===== src/rtl/pg68k_bus_pkg.sv =====
// rtl/pg68k_bus_pkg.sv - shared 68030 bus definitions for the DRAM and fast-RAM decoders
// Purpose: DRAM controller state encoding, SIZ codes and the 32-bit-port
//          byte-lane enable table ({SIZ, A[1:0]} -> lanes, bit 0 = D31:24).
// Ports:   none (package).
package pg68k_bus_pkg;

  typedef enum logic [2:0] {
    ST_IDLE,
    ST_RAS,
    ST_CASW,
    ST_CAS,
    ST_PRE,
    ST_RFC,
    ST_RFR
  } dram_state_t;

  localparam logic [1:0] SIZ_LONG  = 2'b00;
  localparam logic [1:0] SIZ_BYTE  = 2'b01;
  localparam logic [1:0] SIZ_WORD  = 2'b10;
  localparam logic [1:0] SIZ_3BYTE = 2'b11;

  // A 32-bit port takes the lanes from the start offset up to the end of the
  // long word; anything past lane 3 is left for the CPU's next bus cycle.
  function automatic logic [3:0] lane_enables(input logic [1:0] siz, input logic [1:0] a);
    logic [2:0] first;
    logic [2:0] stop;
    logic [3:0] en;
    first = {1'b0, a};
    stop  = first + ((siz == SIZ_LONG) ? 3'd4 : {1'b0, siz});
    for (int i = 0; i < 4; i++) begin
      en[i] = (3'(i) >= first) && (3'(i) < stop);
    end
    return en;
  endfunction

endpackage


===== src/rtl/dramctl_refresh.sv =====
// rtl/dramctl_refresh.sv - free-running refresh timer with a sticky pending flag
// Purpose: counts 0..REFRESH_DIV-1 and raises pend at each wrap; pend stays
//          set until the controller acknowledges with clr. Overlapping wraps
//          while pending collapse into one request.
// Ports:   DRAM_CLK, nRST (async, active-low), clr (refresh taken), pend (refresh due).
module dramctl_refresh #(
  parameter int REFRESH_DIV = 780
) (
  input  logic DRAM_CLK,
  input  logic nRST,
  input  logic clr,
  output logic pend
);

  localparam int CW = (REFRESH_DIV > 1) ? $clog2(REFRESH_DIV) : 1;

  logic [CW-1:0] cnt_q, cnt_d;
  logic          pend_q, pend_d;
  logic          wrap;

  always_comb begin
    wrap   = (cnt_q == CW'(REFRESH_DIV - 1));
    cnt_d  = wrap ? '0 : cnt_q + CW'(1);
    // A wrap coinciding with the acknowledge is a fresh request, so set wins.
    pend_d = wrap | (pend_q & ~clr);
  end

  always_ff @(posedge DRAM_CLK or negedge nRST) begin
    if (!nRST) begin
      cnt_q  <= '0;
      pend_q <= 1'b0;
    end else begin
      cnt_q  <= cnt_d;
      pend_q <= pend_d;
    end
  end

  assign pend = pend_q;

endmodule


===== src/rtl/dramctl.sv =====
// rtl/dramctl.sv - 68030 DRAM bank controller with CAS-before-RAS refresh
// Purpose: sequences RAS/CAS/WE for a 256 MB bank of four 64 MB sides,
//          terminates with a 32-bit DSACK, and interleaves refresh.
// Ports:   DRAM_CLK, nRST (async, active-low); nDRAMSEL, nAS, nDS, RnW, SIZ, ADDR
//          from the CPU side; MA, nRAS[3:0], nCAS[3:0] (lane 0 = D31:24), nWE
//          to the DRAM; DSACK[1:0] active-high to the bus terminator.
module dramctl
  import pg68k_bus_pkg::*;
#(
  parameter int REFRESH_DIV = 780,
  parameter int TRP         = 3,
  parameter int TRAS_REF    = 4
) (
  input  logic        DRAM_CLK,
  input  logic        nRST,
  input  logic        nDRAMSEL,
  input  logic        nAS,
  input  logic        nDS,
  input  logic        RnW,
  input  logic [1:0]  SIZ,
  input  logic [27:0] ADDR,
  output logic [11:0] MA,
  output logic [3:0]  nRAS,
  output logic [3:0]  nCAS,
  output logic        nWE,
  output logic [1:0]  DSACK
);

  dram_state_t state_q, state_d;
  logic        nsel_q, nas_q, nds_q;
  logic [27:0] addr_q, addr_d;
  logic        rnw_q, rnw_d;
  logic [1:0]  siz_q, siz_d;
  logic [7:0]  tcnt_q, tcnt_d;
  logic [11:0] ma_q, ma_d;
  logic [3:0]  nras_q, nras_d;
  logic [3:0]  ncas_q, ncas_d;
  logic        nwe_q, nwe_d;
  logic [1:0]  dsack_q, dsack_d;
  logic        req;
  logic        ref_pend;
  logic        ref_clr;
  logic [3:0]  ras_sel;
  logic [3:0]  lanes;

  dramctl_refresh #(.REFRESH_DIV(REFRESH_DIV)) u_refresh (
    .DRAM_CLK (DRAM_CLK),
    .nRST     (nRST),
    .clr      (ref_clr),
    .pend     (ref_pend)
  );

  assign ref_clr = (state_q == ST_RFC);

  always_comb begin
    state_d = state_q;
    addr_d  = addr_q;
    rnw_d   = rnw_q;
    siz_d   = siz_q;
    req     = ~nsel_q & ~nas_q;

    case (state_q)
      ST_IDLE: begin
        // Track the bus while idle so the values present on the exit edge stick.
        addr_d = ADDR;
        rnw_d  = RnW;
        siz_d  = SIZ;
        if (ref_pend)  state_d = ST_RFC;
        else if (req)  state_d = ST_RAS;
      end
      ST_RAS:  state_d = nas_q ? ST_PRE : ST_CASW;
      ST_CASW: begin
        if (nas_q)               state_d = ST_PRE;
        else if (rnw_q || !nds_q) state_d = ST_CAS;
      end
      ST_CAS:  if (nas_q) state_d = ST_PRE;
      ST_PRE:  if (tcnt_q == 8'(TRP - 1)) state_d = ST_IDLE;
      ST_RFC:  state_d = ST_RFR;
      ST_RFR:  if (tcnt_q == 8'(TRAS_REF - 1)) state_d = ST_PRE;
      default: state_d = ST_IDLE;
    endcase

    // Dwell counter restarts on every state change; only PRE and RFR read it.
    tcnt_d = (state_d == state_q) ? tcnt_q + 8'd1 : 8'd0;
  end

  // Strobes are decoded from the next state into flops so they switch on the
  // same edge as the state register and never glitch.
  always_comb begin
    ras_sel = ~(4'b0001 << addr_d[27:26]);
    lanes   = rnw_d ? 4'hF : lane_enables(siz_d, addr_d[1:0]);
    ma_d    = addr_d[25:14];
    nras_d  = 4'hF;
    ncas_d  = 4'hF;
    nwe_d   = 1'b1;
    dsack_d = 2'b00;
    case (state_d)
      ST_RAS:  nras_d = ras_sel;
      ST_CASW: begin
        nras_d = ras_sel;
        ma_d   = addr_d[13:2];
      end
      ST_CAS: begin
        nras_d  = ras_sel;
        ma_d    = addr_d[13:2];
        ncas_d  = ~lanes;
        nwe_d   = rnw_d;
        dsack_d = 2'b11;
      end
      ST_RFC:  ncas_d = 4'h0;
      ST_RFR: begin
        nras_d = 4'h0;
        ncas_d = 4'h0;
      end
      default: ;
    endcase
  end

  always_ff @(posedge DRAM_CLK or negedge nRST) begin
    if (!nRST) begin
      state_q <= ST_IDLE;
      nsel_q  <= 1'b1;
      nas_q   <= 1'b1;
      nds_q   <= 1'b1;
      addr_q  <= '0;
      rnw_q   <= 1'b1;
      siz_q   <= 2'b00;
      tcnt_q  <= 8'd0;
      ma_q    <= '0;
      nras_q  <= 4'hF;
      ncas_q  <= 4'hF;
      nwe_q   <= 1'b1;
      dsack_q <= 2'b00;
    end else begin
      state_q <= state_d;
      nsel_q  <= nDRAMSEL;
      nas_q   <= nAS;
      nds_q   <= nDS;
      addr_q  <= addr_d;
      rnw_q   <= rnw_d;
      siz_q   <= siz_d;
      tcnt_q  <= tcnt_d;
      ma_q    <= ma_d;
      nras_q  <= nras_d;
      ncas_q  <= ncas_d;
      nwe_q   <= nwe_d;
      dsack_q <= dsack_d;
    end
  end

  assign MA    = ma_q;
  assign nRAS  = nras_q;
  assign nCAS  = ncas_q;
  assign nWE   = nwe_q;
  assign DSACK = dsack_q;

endmodule


===== config.mk =====
export PLATFORM = sky130hd
export DESIGN_NAME = dramctl
export DESIGN_NICKNAME = d
export VERILOG_FILES = /design/src/rtl/pg68k_bus_pkg.sv /design/src/rtl/dramctl_refresh.sv /design/src/rtl/dramctl.sv
export SDC_FILE = /design/constraint.sdc
export NUM_CORES = 1
export LEC_CHECK = 0
export CAP_MARGIN = 10
export CORE_ASPECT_RATIO = 0.75
export CORE_UTILIZATION = 35
export CTS_CLUSTER_SIZE = 30
export DETAILED_ROUTE_END_ITERATION = 7
export MAX_ROUTING_LAYER = met4
export PLACE_DENSITY_LB_ADDON = 0.08
export SLEW_MARGIN = 20
export SYNTH_ARGS = -nofsm -noshare
export SYNTH_HDL_FRONTEND = slang
export SYNTH_SLANG_ARGS = --single-unit

===== constraint.sdc =====
create_clock -name DRAM_CLK -period 2.9 [get_ports DRAM_CLK]
set_clock_uncertainty 0.05 [all_clocks]
set_input_delay 0.29 -clock DRAM_CLK [delete_from_list [all_inputs] [get_ports DRAM_CLK]]
set_output_delay 0.29 -clock DRAM_CLK [all_outputs]
set_load 0.01 [all_outputs]

==> out/qor.txt <==
Routed wire length per instance: 14.7 um
Biggest cell delay along the critical path: 0.42 ns
Min Clock Period, post-route: 2.76 ns
FF-to-FF Start: state_q[1]
Number of antenna diodes: 0
Maximum number of buffers from clock root to sink: 2
First-pass GRT wire length: 11.6 mm
Core ar.: 9270 um^2
Post-route fraction of the period consumed by the critical path: 95.2%
Run status: completed
Async set or reset register ratio after synthesis: 100%
Ports: 59
Die Wd: 116 um
Total of buffers placed on input and output ports: 58
Effective utilization at floorplan: 37.1%
H-tree lvl count: 3
Fin cells: 469
Hold Violations, Final: 0
Critical-path maximum fanout: 4
Max-slew violation count: 0
TritonCTS buffer count: 9
Worst R2R Setup Slack: 0.14 ns
DR vias/cell: 4.79
Combined global-route utilization of all metal layers: 15.9%
Net count reported at finish: 377
Placement row count: 30
Number of buffers added for setup after CTS: 0
Area taken by multi-input logic gates: 1370 um^2
Clock latency reported for the late side of the worst-skew pair: 0.33 ns
Clock root buffer master: sky130_fd_sc_hd__clkbuf_16
Depth of the most critical reg-to-reg path: 9
Critical-path cell with the highest stage delay: sky130_fd_sc_hd__or3_4
Flip-flop and latch count after synthesis: 78
Setup TNS Final: 0 ns
Clock-pin slew on the worst setup and hold paths: 0.06 ns
Die Ht: 87.8 um
Total Die Area: 10200 um^2
Mapped Cells: 269
Endpoint arrival time on the critical path: 2.96 ns
GRT Residual Overflow: 0
Via count of the routed design: 2245
Main synth FF type: sky130_fd_sc_hd__dfrtp_1
Cells along the critical path: or3_4 -> mux2_2 -> ha_1 -> inv_1 -> fa_1 -> or3_1 -> a211oi_2 -> o211ai_1 -> a32oi_1
Post-layout instance area: 4480 um^2
Via count of the first global-routing pass: 2216
Total wirelength of the detailed-routed design: 6.88 mm
Kind of critical path: register to register
Routability-driven placement congestion ratio: 0.843
Slew at the pin closest to its max-slew limit: 0.704 ns
Number of violations of the max-capacitance limit: 0
Count of synthesis-stage warnings from yosys: 0
Part of the Yosys area used for sequential elements: 57.3%
Post-Syn Area per Cell: 12.8 um^2
Maximum number of pins on one net before global-route repair: 79
Leakage power summed over all cells: 1.85 nW
Worst R2R End: nCAS[0]
Total power draw: 0.00482 W
Placed wire-length estimate after detailed placement: 4.66 mm
Type of element launching the critical path: register
Slew margin rel.: 53.1%
Area growth from synthesis to layout: 30.4%
Layout cell share with drive strength beyond 1: 26.7%
Post-detailed-route DRC marker count: 0
Worst Path Required: 3.10 ns
Syn nets: 310
Worst Hold Class: input port to register
Antenna violations before repair: 0
Maximum ir drop on the vdd rail: 0.477 mV
F_max: 362 MHz
Clk sinks: 78
Count of flip-flops with a built-in enable after synthesis: 0
Hold_sp: nAS
Footprint of the flip-flops and latches: 1970 um^2
Count of different cell masters after synthesis: 56
Total power density per cell area: 1070 nW/um^2
Hold Path Sink: nas_q
Placed Instances: 452
Remaining antenna violation count: 0
Cell area after technology mapping: 3440 um^2
Placed inst area: 4150 um^2
Detailed-routing iteration count for the pre-antenna-repair pass: 4
Number of cells on the worst hold path: 1
Final-report setup violation count: 0
Number of inserted filler cells in the final layout: 836
TritonCTS clock tree: built
Iteration-0 DRC Markers: 223
Worst setup EP type: register
cells by family after synthesis:
kind of cell    Yosys count  synth area share [%]
mux                      43                  14.0
fa+ha+maj                 5                  2.04
simple gates             71                  11.4
compound gates           38                  8.63
xor+xnor                 13                  3.31
flops                    78                  57.3
buf+inv                  21                  3.39
power breakdown:
part	switching [W]	total, W	internal, W
combinational	0.000958	0.00199	0.00103
clock	0.000423	0.00114	0.000712
sequential	0.000181	0.00169	0.00151
synth_stat cells, drive strengths merged, types with 3 or more instances:
master,number,area share (%)
a21oi,4,0.69
a32oi,4,1.2
and3,4,0.73
buf,9,2.1
dfrtp,65,47
dfstp,13,9.9
ha,4,1.5
inv,12,1.3
mux2,40,13
mux2i,3,0.87
nand2,7,0.84
nand3,11,1.7
nor2,25,2.7
nor3,5,1.2
nor4,4,0.91
o21ai,9,1.4
o22ai,5,0.91
or3,4,0.87
xnor2,4,1.0
xor2,9,2.3
critical path, delay by kind of cell (launching register included):
kind | cells | cell delay (ns)
AND/OR/NAND/NOR | 2 | 0.76
AO/OA/AOI/OAI | 3 | 0.62
multiplexers | 1 | 0.25
flip-flops | 1 | 0.41
adder cells (fa/ha/maj) | 2 | 0.54
buffers and inverters | 1 | 0.05
registers in the layout, summed over array words and instances (netlist names):
signal           cells
MA                  12
rnw_q                1
u_refresh.cnt_q     10
nsel_q               1
siz_q                2
tcnt_q               8
nds_q                1
nCAS                 4
DSACK                1
nas_q                1
nWE                  1
addr_q              28
state_q              3
u_refresh.pend       1
nRAS                 4
repair_timing:
action / 4_1_cts / 5_1_grt
hold buffers: 0 / 1
gates resized for setup: 0 / 3
endpoints found under the setup margin: 0 / 3
endpoints found under the hold margin: 0 / 13
worst max path at each step:
stage                          start       to  slack [ns]  cells after the start
after floorplan           state_q[2]  nCAS[0]        0.02                     11
after global routing      state_q[1]  nCAS[2]       -0.02                      9
after global placement    state_q[1]  nCAS[1]        0.14                      9
final                     state_q[1]  nCAS[0]        0.14                      9
after detailed placement  state_q[1]  nCAS[0]        0.14                      9
after CTS                 state_q[1]  nCAS[0]        0.11                      9
layer usage:
layer | vias to the layer above | GRT usage [%] | part of all wire [%]
li1 | 1096 | - | -
met1 | 1090 | 22.0 | 52
met2 | 54 | 21.5 | 43
met3 | 5 | 4.78 | 4.3
met4 | 0 | 5.94 | 1.0
met5 | - | - | 0
cell type report:
| cell class | instances | area share [%] |
|---|---|---|
| clock inverters | 3 | 0.949 |
| flip-flops and latches | 78 | 43.9 |
| well taps | 128 | 3.57 |
| inverters | 12 | 1.00 |
| clock buffers | 13 | 5.81 |
| multi-input cells | 170 | 30.6 |
| repair buffers | 65 | 14.2 |
through the flow:
stage / utilization, % / worst slack [ns] / hold WS (ns)
floorplan: - / 0.0158 / -0.0556
global placement: 44.8 / 0.144 / 0.399
detailed placement: 44.8 / 0.145 / 0.420
CTS: 48.1 / 0.111 / 0.110
global route: 48.4 / -0.0155 / 0.310
finish: 48.4 / 0.138 / 0.310
layout by cell type, fill, tap and decap left out, types with 9 or more instances in the layout:
master                            synthesis  layout
sky130_fd_sc_hd__clkbuf_16                0       9
sky130_fd_sc_hd__clkdlybuf4s50_1          0      57
sky130_fd_sc_hd__dfrtp_1                 65      65
sky130_fd_sc_hd__dfstp_2                 13      13
sky130_fd_sc_hd__inv_1                   11      11
sky130_fd_sc_hd__mux2_2                  40      40
sky130_fd_sc_hd__nand3_1                 10      10
sky130_fd_sc_hd__nor2_1                  25      25
sky130_fd_sc_hd__xor2_1                   9       9
Note: power is estimated with default switching activity, not from simulation.
